===== src/rtl/cpu_bus_master_if.sv =====
// cpu_bus_master_if: request/response and byte-bus signals of cpu_bus_master
// master modport: the engine (takes i_* requests and bus acks, drives o_* responses and bus strobes)
// slave modport:  the environment side (CPU core plus external bus device)
interface cpu_bus_master_if #(
  parameter int ADDR_W    = 32,
  parameter int BEAT_W    = 8,
  parameter int MAX_BEATS = 4
);
  localparam int DATA_W = BEAT_W * MAX_BEATS;
  localparam int CNT_W  = $clog2(MAX_BEATS + 1);
  logic              i_req_valid;
  logic              o_req_ready;
  logic              i_req_we;
  logic              i_req_dec;
  logic [ADDR_W-1:0] i_req_addr;
  logic [CNT_W-1:0]  i_req_beats;
  logic [DATA_W-1:0] i_req_wdata;
  logic              o_rsp_valid;
  logic [DATA_W-1:0] o_rsp_rdata;
  logic              o_rsp_err;
  logic              o_bus_clk;
  logic              o_bus_we;
  logic [ADDR_W-1:0] o_bus_addr;
  logic [BEAT_W-1:0] o_bus_data;
  logic [BEAT_W-1:0] i_bus_data;
  logic              i_bus_data_ready;
  modport master (
    input  i_req_valid, i_req_we, i_req_dec, i_req_addr, i_req_beats, i_req_wdata,
    input  i_bus_data, i_bus_data_ready,
    output o_req_ready, o_rsp_valid, o_rsp_rdata, o_rsp_err,
    output o_bus_clk, o_bus_we, o_bus_addr, o_bus_data
  );
  modport slave (
    output i_req_valid, i_req_we, i_req_dec, i_req_addr, i_req_beats, i_req_wdata,
    output i_bus_data, i_bus_data_ready,
    input  o_req_ready, o_rsp_valid, o_rsp_rdata, o_rsp_err,
    input  o_bus_clk, o_bus_we, o_bus_addr, o_bus_data
  );
endinterface


===== src/rtl/cpu_bus_master.sv =====
// cpu_bus_master: multi-beat request engine driving a four-phase o_bus_clk/i_bus_data_ready byte bus
// Ports: i_clk clock; i_rst synchronous active-high reset; bus (cpu_bus_master_if.master):
//   request  i_req_valid, o_req_ready, i_req_we, i_req_dec, i_req_addr, i_req_beats, i_req_wdata
//   response o_rsp_valid, o_rsp_rdata, o_rsp_err
//   bus      o_bus_clk, o_bus_we, o_bus_addr, o_bus_data, i_bus_data, i_bus_data_ready
module cpu_bus_master #(
  parameter int ADDR_W    = 32,
  parameter int BEAT_W    = 8,
  parameter int MAX_BEATS = 4,
  parameter int TIMEOUT   = 255
) (
  input logic              i_clk,
  input logic              i_rst,
  cpu_bus_master_if.master bus
);
  localparam int DATA_W = BEAT_W * MAX_BEATS;
  localparam int CNT_W  = $clog2(MAX_BEATS + 1);
  localparam int TMO_W  = TIMEOUT > 0 ? $clog2(TIMEOUT + 1) : 1;
  typedef enum logic [1:0] {IDLE, STROBE, RELEASE, DONE} state_t;
  state_t            r_state;
  logic              r_req_ready, r_rsp_valid, r_rsp_err, r_bus_clk, r_bus_we, r_dec;
  logic [CNT_W-1:0]  r_beats, r_k;
  logic [TMO_W-1:0]  r_tmo;
  logic [DATA_W-1:0] r_wdata, r_rdata;
  logic [ADDR_W-1:0] r_bus_addr;
  logic [BEAT_W-1:0] r_bus_data;
  logic [CNT_W-1:0]  w_beats, w_lane0, w_lane, w_lane_nxt;
  logic              w_last, w_tmo_hit;
  // Descending transfers walk the lanes from the top so a push lands little-endian in memory.
  always_comb begin
    w_beats    = bus.i_req_beats == '0 ? CNT_W'(1) :
                 bus.i_req_beats > CNT_W'(MAX_BEATS) ? CNT_W'(MAX_BEATS) : bus.i_req_beats;
    w_lane0    = bus.i_req_dec ? w_beats - CNT_W'(1) : '0;
    w_lane     = r_dec ? r_beats - CNT_W'(1) - r_k : r_k;
    w_lane_nxt = r_dec ? r_beats - CNT_W'(2) - r_k : r_k + CNT_W'(1);
    w_last     = r_k + CNT_W'(1) >= r_beats;
    w_tmo_hit  = TIMEOUT > 0 && r_tmo == TMO_W'(TIMEOUT - 1);
  end
  always_ff @(posedge i_clk) begin
    if (i_rst) begin
      r_state     <= IDLE;
      r_req_ready <= 1'b1;
      r_rsp_valid <= 1'b0;
      r_rsp_err   <= 1'b0;
      r_bus_clk   <= 1'b0;
      r_bus_we    <= 1'b0;
      r_dec       <= 1'b0;
      r_beats     <= '0;
      r_k         <= '0;
      r_tmo       <= '0;
      r_wdata     <= '0;
      r_rdata     <= '0;
      r_bus_addr  <= '0;
      r_bus_data  <= '0;
    end else begin
      case (r_state)
        IDLE: begin
          r_rsp_valid <= 1'b0;
          if (r_req_ready && bus.i_req_valid) begin
            r_state     <= STROBE;
            r_req_ready <= 1'b0;
            r_rsp_err   <= 1'b0;
            r_bus_clk   <= 1'b1;
            r_bus_we    <= bus.i_req_we;
            r_dec       <= bus.i_req_dec;
            r_beats     <= w_beats;
            r_k         <= '0;
            r_tmo       <= '0;
            r_wdata     <= bus.i_req_wdata;
            r_rdata     <= '0;
            r_bus_addr  <= bus.i_req_addr;
            r_bus_data  <= BEAT_W'(bus.i_req_wdata >> (32'(w_lane0) * BEAT_W));
          end else
            r_req_ready <= 1'b1;
        end
        STROBE: begin
          if (bus.i_bus_data_ready) begin
            if (!r_bus_we)
              r_rdata <= r_rdata | (DATA_W'(bus.i_bus_data) << (32'(w_lane) * BEAT_W));
            r_bus_clk <= 1'b0;
            r_tmo     <= '0;
            r_state   <= RELEASE;
          end else if (w_tmo_hit) begin
            r_bus_clk <= 1'b0;
            r_rsp_err <= 1'b1;
            r_tmo     <= '0;
            r_state   <= DONE;
          end else
            r_tmo <= r_tmo + TMO_W'(1);
        end
        RELEASE: begin
          if (!bus.i_bus_data_ready) begin
            r_tmo <= '0;
            if (w_last)
              r_state <= DONE;
            else begin
              r_k        <= r_k + CNT_W'(1);
              r_bus_addr <= r_dec ? r_bus_addr - ADDR_W'(1) : r_bus_addr + ADDR_W'(1);
              r_bus_data <= BEAT_W'(r_wdata >> (32'(w_lane_nxt) * BEAT_W));
              r_bus_clk  <= 1'b1;
              r_state    <= STROBE;
            end
          end else if (w_tmo_hit) begin
            r_rsp_err <= 1'b1;
            r_tmo     <= '0;
            r_state   <= DONE;
          end else
            r_tmo <= r_tmo + TMO_W'(1);
        end
        DONE: begin
          r_rsp_valid <= 1'b1;
          r_state     <= IDLE;
        end
        default: r_state <= IDLE;
      endcase
    end
  end
  assign bus.o_req_ready = r_req_ready;
  assign bus.o_rsp_valid = r_rsp_valid;
  assign bus.o_rsp_rdata = r_rdata;
  assign bus.o_rsp_err   = r_rsp_err;
  assign bus.o_bus_clk   = r_bus_clk;
  assign bus.o_bus_we    = r_bus_we;
  assign bus.o_bus_addr  = r_bus_addr;
  assign bus.o_bus_data  = r_bus_data;
endmodule


===== src/flat_wrapper.sv =====
// flat-port wrapper written by rule: the top's interface ports become plain ports
module cpu_bus_master_flat 
#(
  parameter int ADDR_W    = 32,
  parameter int BEAT_W    = 8,
  parameter int MAX_BEATS = 4,
  parameter int TIMEOUT   = 255
)
  (i_clk, i_rst, bus_i_req_valid, bus_i_req_we, bus_i_req_dec, bus_i_req_addr, bus_i_req_beats, bus_i_req_wdata, bus_i_bus_data, bus_i_bus_data_ready, bus_o_req_ready, bus_o_rsp_valid, bus_o_rsp_rdata, bus_o_rsp_err, bus_o_bus_clk, bus_o_bus_we, bus_o_bus_addr, bus_o_bus_data);
  cpu_bus_master_if #(.ADDR_W(ADDR_W), .BEAT_W(BEAT_W), .MAX_BEATS(MAX_BEATS)) bus_i ();
  input logic i_clk;
  input logic i_rst;
  input wire logic [$bits(bus_i.i_req_valid)-1:0] bus_i_req_valid;
  input wire logic [$bits(bus_i.i_req_we)-1:0] bus_i_req_we;
  input wire logic [$bits(bus_i.i_req_dec)-1:0] bus_i_req_dec;
  input wire logic [$bits(bus_i.i_req_addr)-1:0] bus_i_req_addr;
  input wire logic [$bits(bus_i.i_req_beats)-1:0] bus_i_req_beats;
  input wire logic [$bits(bus_i.i_req_wdata)-1:0] bus_i_req_wdata;
  input wire logic [$bits(bus_i.i_bus_data)-1:0] bus_i_bus_data;
  input wire logic [$bits(bus_i.i_bus_data_ready)-1:0] bus_i_bus_data_ready;
  output wire logic [$bits(bus_i.o_req_ready)-1:0] bus_o_req_ready;
  output wire logic [$bits(bus_i.o_rsp_valid)-1:0] bus_o_rsp_valid;
  output wire logic [$bits(bus_i.o_rsp_rdata)-1:0] bus_o_rsp_rdata;
  output wire logic [$bits(bus_i.o_rsp_err)-1:0] bus_o_rsp_err;
  output wire logic [$bits(bus_i.o_bus_clk)-1:0] bus_o_bus_clk;
  output wire logic [$bits(bus_i.o_bus_we)-1:0] bus_o_bus_we;
  output wire logic [$bits(bus_i.o_bus_addr)-1:0] bus_o_bus_addr;
  output wire logic [$bits(bus_i.o_bus_data)-1:0] bus_o_bus_data;
  assign bus_i.i_req_valid = bus_i_req_valid;
  assign bus_i.i_req_we = bus_i_req_we;
  assign bus_i.i_req_dec = bus_i_req_dec;
  assign bus_i.i_req_addr = bus_i_req_addr;
  assign bus_i.i_req_beats = bus_i_req_beats;
  assign bus_i.i_req_wdata = bus_i_req_wdata;
  assign bus_i.i_bus_data = bus_i_bus_data;
  assign bus_i.i_bus_data_ready = bus_i_bus_data_ready;
  assign bus_o_req_ready = bus_i.o_req_ready;
  assign bus_o_rsp_valid = bus_i.o_rsp_valid;
  assign bus_o_rsp_rdata = bus_i.o_rsp_rdata;
  assign bus_o_rsp_err = bus_i.o_rsp_err;
  assign bus_o_bus_clk = bus_i.o_bus_clk;
  assign bus_o_bus_we = bus_i.o_bus_we;
  assign bus_o_bus_addr = bus_i.o_bus_addr;
  assign bus_o_bus_data = bus_i.o_bus_data;
  cpu_bus_master #(.ADDR_W(ADDR_W), .BEAT_W(BEAT_W), .MAX_BEATS(MAX_BEATS), .TIMEOUT(TIMEOUT)) u_core (.i_clk(i_clk), .i_rst(i_rst), .bus(bus_i));
endmodule

===== config.mk =====
export PLATFORM = sky130hd
export DESIGN_NAME = cpu_bus_master_flat
export DESIGN_NICKNAME = d
export VERILOG_FILES = /design/src/rtl/cpu_bus_master_if.sv /design/src/rtl/cpu_bus_master.sv /design/src/flat_wrapper.sv
export SDC_FILE = /design/constraint.sdc
export NUM_CORES = 1
export LEC_CHECK = 0
export ABC_AREA = 0
export CORE_MARGIN = 4
export CORE_UTILIZATION = 40
export CTS_CLUSTER_DIAMETER = 40
export DETAILED_ROUTE_END_ITERATION = 8
export PLACE_DENSITY = 0.66
export SYNTH_ARGS = -nofsm -noshare
export SYNTH_HDL_FRONTEND = slang
export SYNTH_SLANG_ARGS = --single-unit

===== constraint.sdc =====
create_clock -name i_clk -period 5.6 [get_ports i_clk]
set_clock_uncertainty 0.1 [all_clocks]
set_input_delay 1.4 -clock i_clk [delete_from_list [all_inputs] [get_ports i_clk]]
set_output_delay 1.4 -clock i_clk [all_outputs]
set_load 0.01 [all_outputs]

==> run summary, run 1 <==
post-cts sizing count - 0
Power Density - 470 nW/um^2
CP max FO - 16
Post-Syn Area - 7230 um^2
chip height - 142 um
outcome - completed
DRT Wirelength - 20200 um
pin count of the biggest net entering global routing - 82
area share of fa/ha/maj cells after synthesis - 0.0851
CP startpoint kind - input port
grt ovf - 0
post-DP HPWL - 14000 um
crit path time final - 4.11 ns
fin. max-slew vios - 0
post-synthesis register bit count - 126
sequential share of the synthesized area - 0.349
switching power - 1.86 mW
ys flop type - dfxtp_1
die area - 20300 um^2
Arrival @ worst endpoint - 4.28 ns
initial antenna violation count - 0
Compound-Gate Fraction of Synth Area - 0.217
final net count - 1155
most common cell after layout, fill and taps aside - clkdlybuf4s50_1
clock-pin slew on the worst setup and hold paths - 0.06 ns
GRT Overall Usage - 0.197
cell taking the most area after synthesis - dfxtp_1
total CTS buffers - 17
Max Freq - 0.243 GHz
Syn. warnings - 0
vias per cell - 5.38
setup_tns - 0 ns
switch share - 0.414
post-CTS setup buffers - 0
post-synthesis mux area share - 0.0692
largest family of logic cells by synthesized area - compound AO/OA/AOI/OAI gates
number of top-level pins - 158
reg2reg path depth - 12
H-tree Lvls - 4
Hold-fix buffers, CTS - 0
Setup crit end kind - flop
post-layout power - 4.48 mW
Hold Path Stages - 2
core area - 17500 um^2
max-capacitance violation count - 0
min-delay worst type - reg2reg
simple-gate share of the synthesized area - 0.187
RSZ-0062 raised after global routing - no
most frequent cells in the layout - clkdlybuf4s50_1, nand2_1, dfxtp_1
DRC Markers - 0
Crit path required time - 5.77 ns
area share of the largest cell type after synthesis - 0.349
vias post-DR - 6805
Synth area leaders - dfxtp_1, a21oi_1, ha_1, nand2_1, nor2_1
# diodes - 0
register share of total power - 0.282
Synth Area in XOR/XNOR - 0.0484
Worst slew margin - 0.329
Slew @ Worst Pin - 1.01 ns
Final period util - 0.734
number of distinct library cells after synthesis - 66
syn_nets - 1014
Clock Tree Buf Depth - 2
LEAKAGE - 3.81 nW
drt first pass iters - 4
register area - 2520 um^2
Post-synth EDFFs - 0
vias in the first global route - 6493
Clock Power Share - 0.256
root buf cell - clkbuf_16
Int Pwr - 2.63 mW
Synth Instances - 885
number of port buffers - 157
Combinational Power Share - 0.462
Area Overhead vs Synth - 32.0%
multi-input logic area - 4390 um^2
Antenna Nets Post-Route - 0
Final Hold Vio Count - 0
initial core utilization - 0.412
first-pass GRT wire length - 32700 um
Avg Inst Size Synth - 8.17 um^2
width of the die - 142 um
share of layout cells above drive strength 1 - 0.0799
std cell rows - 48
Final setup viols - 0
critical path class - in2reg
FFs w/ async S/R, synth - 0
VDD IR max - 0.000263 V
DR WL/cell - 16.0 um
worst skew pair latency - 0.43 ns
fillers - 1656
CTS tree - done
Iter 0 DRT Violations - 381
CTS sink cnt - 126
GP Congestion - 0.878
[cell usage after synthesis, types with 3 or more instances]
library cell / instances
a221oi_2: 3
nor3_1: 13
nand2_1: 127
nand4_1: 5
dfxtp_1: 126
and3_1: 9
o21ai_1: 4
nor2_1: 115
mux2_2: 8
nor3b_1: 3
nand2b_1: 4
a221oi_1: 13
o31ai_1: 4
a31oi_1: 4
xor2_1: 21
mux4_2: 8
o22ai_1: 3
o211ai_1: 4
xnor2_1: 19
o21a_1: 3
a21oi_1: 123
mux2i_1: 23
a21o_1: 11
o21ai_0: 30
ha_1: 46
nand3_1: 15
buf_6: 6
inv_1: 24
a211oi_1: 24
a21boi_0: 3
clkbuf_1: 30
nor2b_1: 4
buf_1: 6
[per-layer routing]
layer | vias to the layer above | routed length [um] | part of all wire | global-route usage
li1 | 3415 | - | - | -
met1 | 3190 | 9350 | 0.46 | 0.260
met2 | 177 | 9390 | 0.46 | 0.322
met3 | 23 | 1190 | 0.059 | 0.0487
met4 | 0 | 271 | 0.013 | 0.0550
met5 | - | 0 | 0 | 0
[power by group through the flow]
| stage | logic, mW | registers [mW] | clock network, mW |
|---|---|---|---|
| detailed placement | 2.07 | 1.28 | 0 |
| floorplan | 1.38 | 1.31 | 0 |
| global route | 2.31 | 1.29 | 1.21 |
| finish | 2.07 | 1.26 | 1.15 |
| CTS | 2.08 | 1.27 | 1.17 |
| global placement | 2.05 | 1.28 | 0 |
[logic make-up after synthesis]
logic type | Yosys count
xor+xnor | 40
mux | 39
fa+ha+maj | 48
flops | 126
simple gates | 311
buf+inv | 70
compound gates | 251
[path summary, 6_finish.rpt]
| path | from | endpoint | slack, ns |
|---|---|---|---|
| setup reg to reg | u_core.r_dec | u_core.bus.o_bus_addr[23] | 2.02 |
| hold / removal | u_core.r_wdata[23] | u_core.r_wdata[23] | 0.35 |
| hold reg to reg | u_core.r_wdata[23] | u_core.r_wdata[23] | 0.35 |
| setup / recovery | bus_i_req_beats[2] | u_core.bus.o_bus_data[2] | 1.49 |
[metrics by stage]
step,instance area (um^2),instances,utilization,hold WS (ns),worst slack (ns)
6_report,9550,1264,0.545,0.351,1.49
5_1_grt,9550,1264,0.545,0.375,1.17
4_1_cts,9550,1264,0.545,0.355,1.46
3_5_place_dp,8930,1232,0.509,0.345,0.996
3_3_place_gp,8930,1232,0.509,0.339,1.19
2_1_floorplan,7230,885,-,0.333,2.21
[registers in the layout, summed over array words and instances, names as in the netlist, 2 cells and up]
signal,count
u_core.bus.o_bus_addr,32
u_core.bus.o_rsp_rdata,32
u_core.r_wdata,32
u_core.bus.o_bus_data,8
u_core.r_tmo,8
u_core.r_beats,3
u_core.r_k,3
u_core.r_state,2
[area by class of cell]
class	instances	area share
Clock inverter	15	0.0199
Clock buffer	17	0.0445
Tap cell	225	0.0295
Timing Repair Buffer	168	0.173
Multi-Input combinational cell	689	0.460
Sequential cell	126	0.264
Inverter	24	0.00943
[critical path: stages]
cell             delay (ns)
clkdlybuf4s50_1        0.52
a21oi_2                0.54
inv_1                  0.14
ha_1                   0.32
nor2b_1                0.70
o21ai_0                0.23
a221oi_1               0.36
nor3_1                 0.07
Power figures use the tool's default switching activity.
==> run 2, diff against run 1 <==
==> constraint.sdc (replaced) <==
create_clock -name i_clk -period 4.1 [get_ports i_clk]
set_clock_uncertainty 0.1 [all_clocks]
set_input_delay 1.025 -clock i_clk [delete_from_list [all_inputs] [get_ports i_clk]]
set_output_delay 1.025 -clock i_clk [all_outputs]
set_load 0.01 [all_outputs]
==> run 2 against run 1 <==
Sequential share of layout area fell by 0.15 points; highest routed layer unchanged; combinational power rose by 39%; first-iteration DRC count rose by 15%; cell area rose by 0.58%; critical path type is now reg2reg.
==> run summary, run 2 (synthesis results as in run 1) <==
outcome - completed
initial core utilization - 0.412 (unchanged)
pin count of the biggest net entering global routing - 82 (unchanged)
setup_tns - 0 ns (unchanged)
fillers - 1662 (+0.36%)
Iter 0 DRT Violations - 440 (+15%)
critical path's most frequent cell - a21oi_1
dpl cell area - 8980 um^2 (+0.56%)
crit-path max cell delay - 0.60 ns (-0.10 ns)
initial antenna violation count - 0 (unchanged)
worst skew pair latency - 0.42 ns (about the same)
vias post-DR - 6749 (-0.82%)
reg2reg path depth - 12 (unchanged)
CTS sink cnt - 126 (unchanged)
total CTS buffers - 17 (unchanged)
H-tree Lvls - 4 (unchanged)
std cell rows - 48 (unchanged)
met2 usage - 0.312 (-0.0101)
GRT Overall Usage - 0.196 (-0.00136)
max-capacitance violation count - 0 (unchanged)
Max Freq - 0.304 GHz
first-pass GRT wire length - 32700 um (-0.15%)
core area - 17500 um^2 (unchanged)
flop-to-flop setup slack - 0.81 ns (-1.21 ns)
width of the die - 142 um (unchanged)
chip height - 142 um (unchanged)
DR WL/cell - 15.9 um (-0.63%)
Final period util - 0.801
Arrival @ worst endpoint - 3.52 ns (-0.76 ns)
Worst path slowest cell - dfxtp_1
CP max FO - 32 (+16)
share of layout cells above drive strength 1 - 0.0843 (+0.00441)
die area - 20300 um^2 (unchanged)
Setup crit end kind - flop
grt ovf - 0 (unchanged)
CTS tree - done
met1 usage - 0.266 (+0.00597)
DRT Wirelength - 20200 um (-0.24%)
# diodes - 0 (unchanged)
DRC Markers - 0 (unchanged)
clock-pin slew on the worst setup and hold paths - 0.06 ns (about the same)
M3 GR Usage - 0.0517 (+0.00302)
post-route cell area - 9600 um^2 (+0.58%)
crit path cell chain - buf_12 -> ha_1 -> a21oi_1 -> a2bb2oi_1 -> nor2b_1 -> a21oi_1 -> o2111ai_1 -> nand3_1 -> a21oi_1 -> xnor2_1 -> nand2_1 -> a211oi_1
Final setup viols - 0 (unchanged)
post-CTS setup buffers - 0 (unchanged)
crit path time final - 3.29 ns
drt first pass iters - 4 (unchanged)
Core Util, Final - 0.548 (+0.00314)
Crit path required time - 4.33 ns (-1.44 ns)
number of port buffers - 157 (unchanged)
vias in the first global route - 6441 (-0.80%)
root buf cell - clkbuf_16
Slew @ Worst Pin - 0.919 ns (-0.0874 ns)
Hold Path Stages - 2 (unchanged)
Clock Tree Buf Depth - 2 (unchanged)
CP startpoint kind - flop
most common cell after layout, fill and taps aside - clkdlybuf4s50_1
LEAKAGE - 3.84 nW (+0.72%)
Final Hold Vio Count - 0 (unchanged)
Power Density - 641 nW/um^2 (+36%)
post-cts sizing count - 0 (unchanged)
critical path class - reg2reg
min-delay worst type - reg2reg
final net count - 1160 (+0.43%)
fin. max-slew vios - 0 (unchanged)
GR peak layer - met2
Worst slew margin - 0.388 (+0.0590)
Hold-fix buffers, CTS - 0 (unchanged)
vias per cell - 5.32 (-1.2%)
VDD IR max - 0.000410 V (+56%)
RSZ-0062 raised after global routing - no
most frequent cells in the layout - clkdlybuf4s50_1, nand2_1, dfxtp_1
post-DP HPWL - 14300 um (+2.1%)
GP Congestion - 0.854 (-2.7%)
Antenna Nets Post-Route - 0 (unchanged)
Area Overhead vs Synth - 32.8%
number of top-level pins - 158 (unchanged)
run 2: cell types whose count changed in the layout (fill, tap and decap cells not counted):
cell	change
inv_6	-1
buf_4	+4
clkinv_8	+1
clkinv_4	+1
inv_8	-1
buf_12	+1
run 2: final cells by class:
cell class,instances,area [um^2],share of cell area
inverters,24,90.1,0.00938
clock buffers,17,425,0.0443
well taps,225,282,0.0293
clock inverters,15,195,0.0203
multi-input cells,689,4390,0.457
flip-flops and latches,126,2520,0.263
repair buffers,173,1700,0.177
run 2: per-stage QoR:
stage          power, mW  cells  hold WS [ns]  setup WS [ns]
6_report            6.15   1269         0.353          0.815
5_1_grt             6.57   1269         0.368          0.585
4_1_cts             6.19   1269         0.356          0.814
3_5_place_dp        4.61   1237         0.346          0.806
3_3_place_gp        4.57   1237         0.340          0.831
2_1_floorplan       3.67    885         0.333           1.08
run 2: power by group:
| group | leakage, nW | switching [mW] | internal, mW |
|---|---|---|---|
| clock network | 0.303 | 0.678 | 0.881 |
| logic | 2.50 | 1.63 | 1.23 |
| registers | 1.03 | 0.223 | 1.50 |
run 2: worst paths after layout:
check | end | from
worst min register to register | u_core.r_wdata[7] | u_core.r_wdata[7]
worst max-delay path | u_core.bus.o_bus_addr[23] | u_core.r_dec
worst max register to register | u_core.bus.o_bus_addr[23] | u_core.r_dec
worst min-delay path | u_core.r_wdata[7] | u_core.r_wdata[7]
run 2: per-layer routing:
layer	routed length, um	part of all wire
met1	9430	0.47
met3	1240	0.062
met4	195	0.0097
met2	9280	0.46
met5	0	0
run 2: critical path: cells and delay by family, from the launching register on:
family | cells | cell delay (ns)
flip-flops | 1 | 0.60
adder cells (fa/ha/maj) | 1 | 0.31
AND/OR/NAND/NOR | 3 | 0.38
XOR/XNOR | 1 | 0.18
AO/OA/AOI/OAI | 6 | 1.36
buffers and inverters | 1 | 0.26
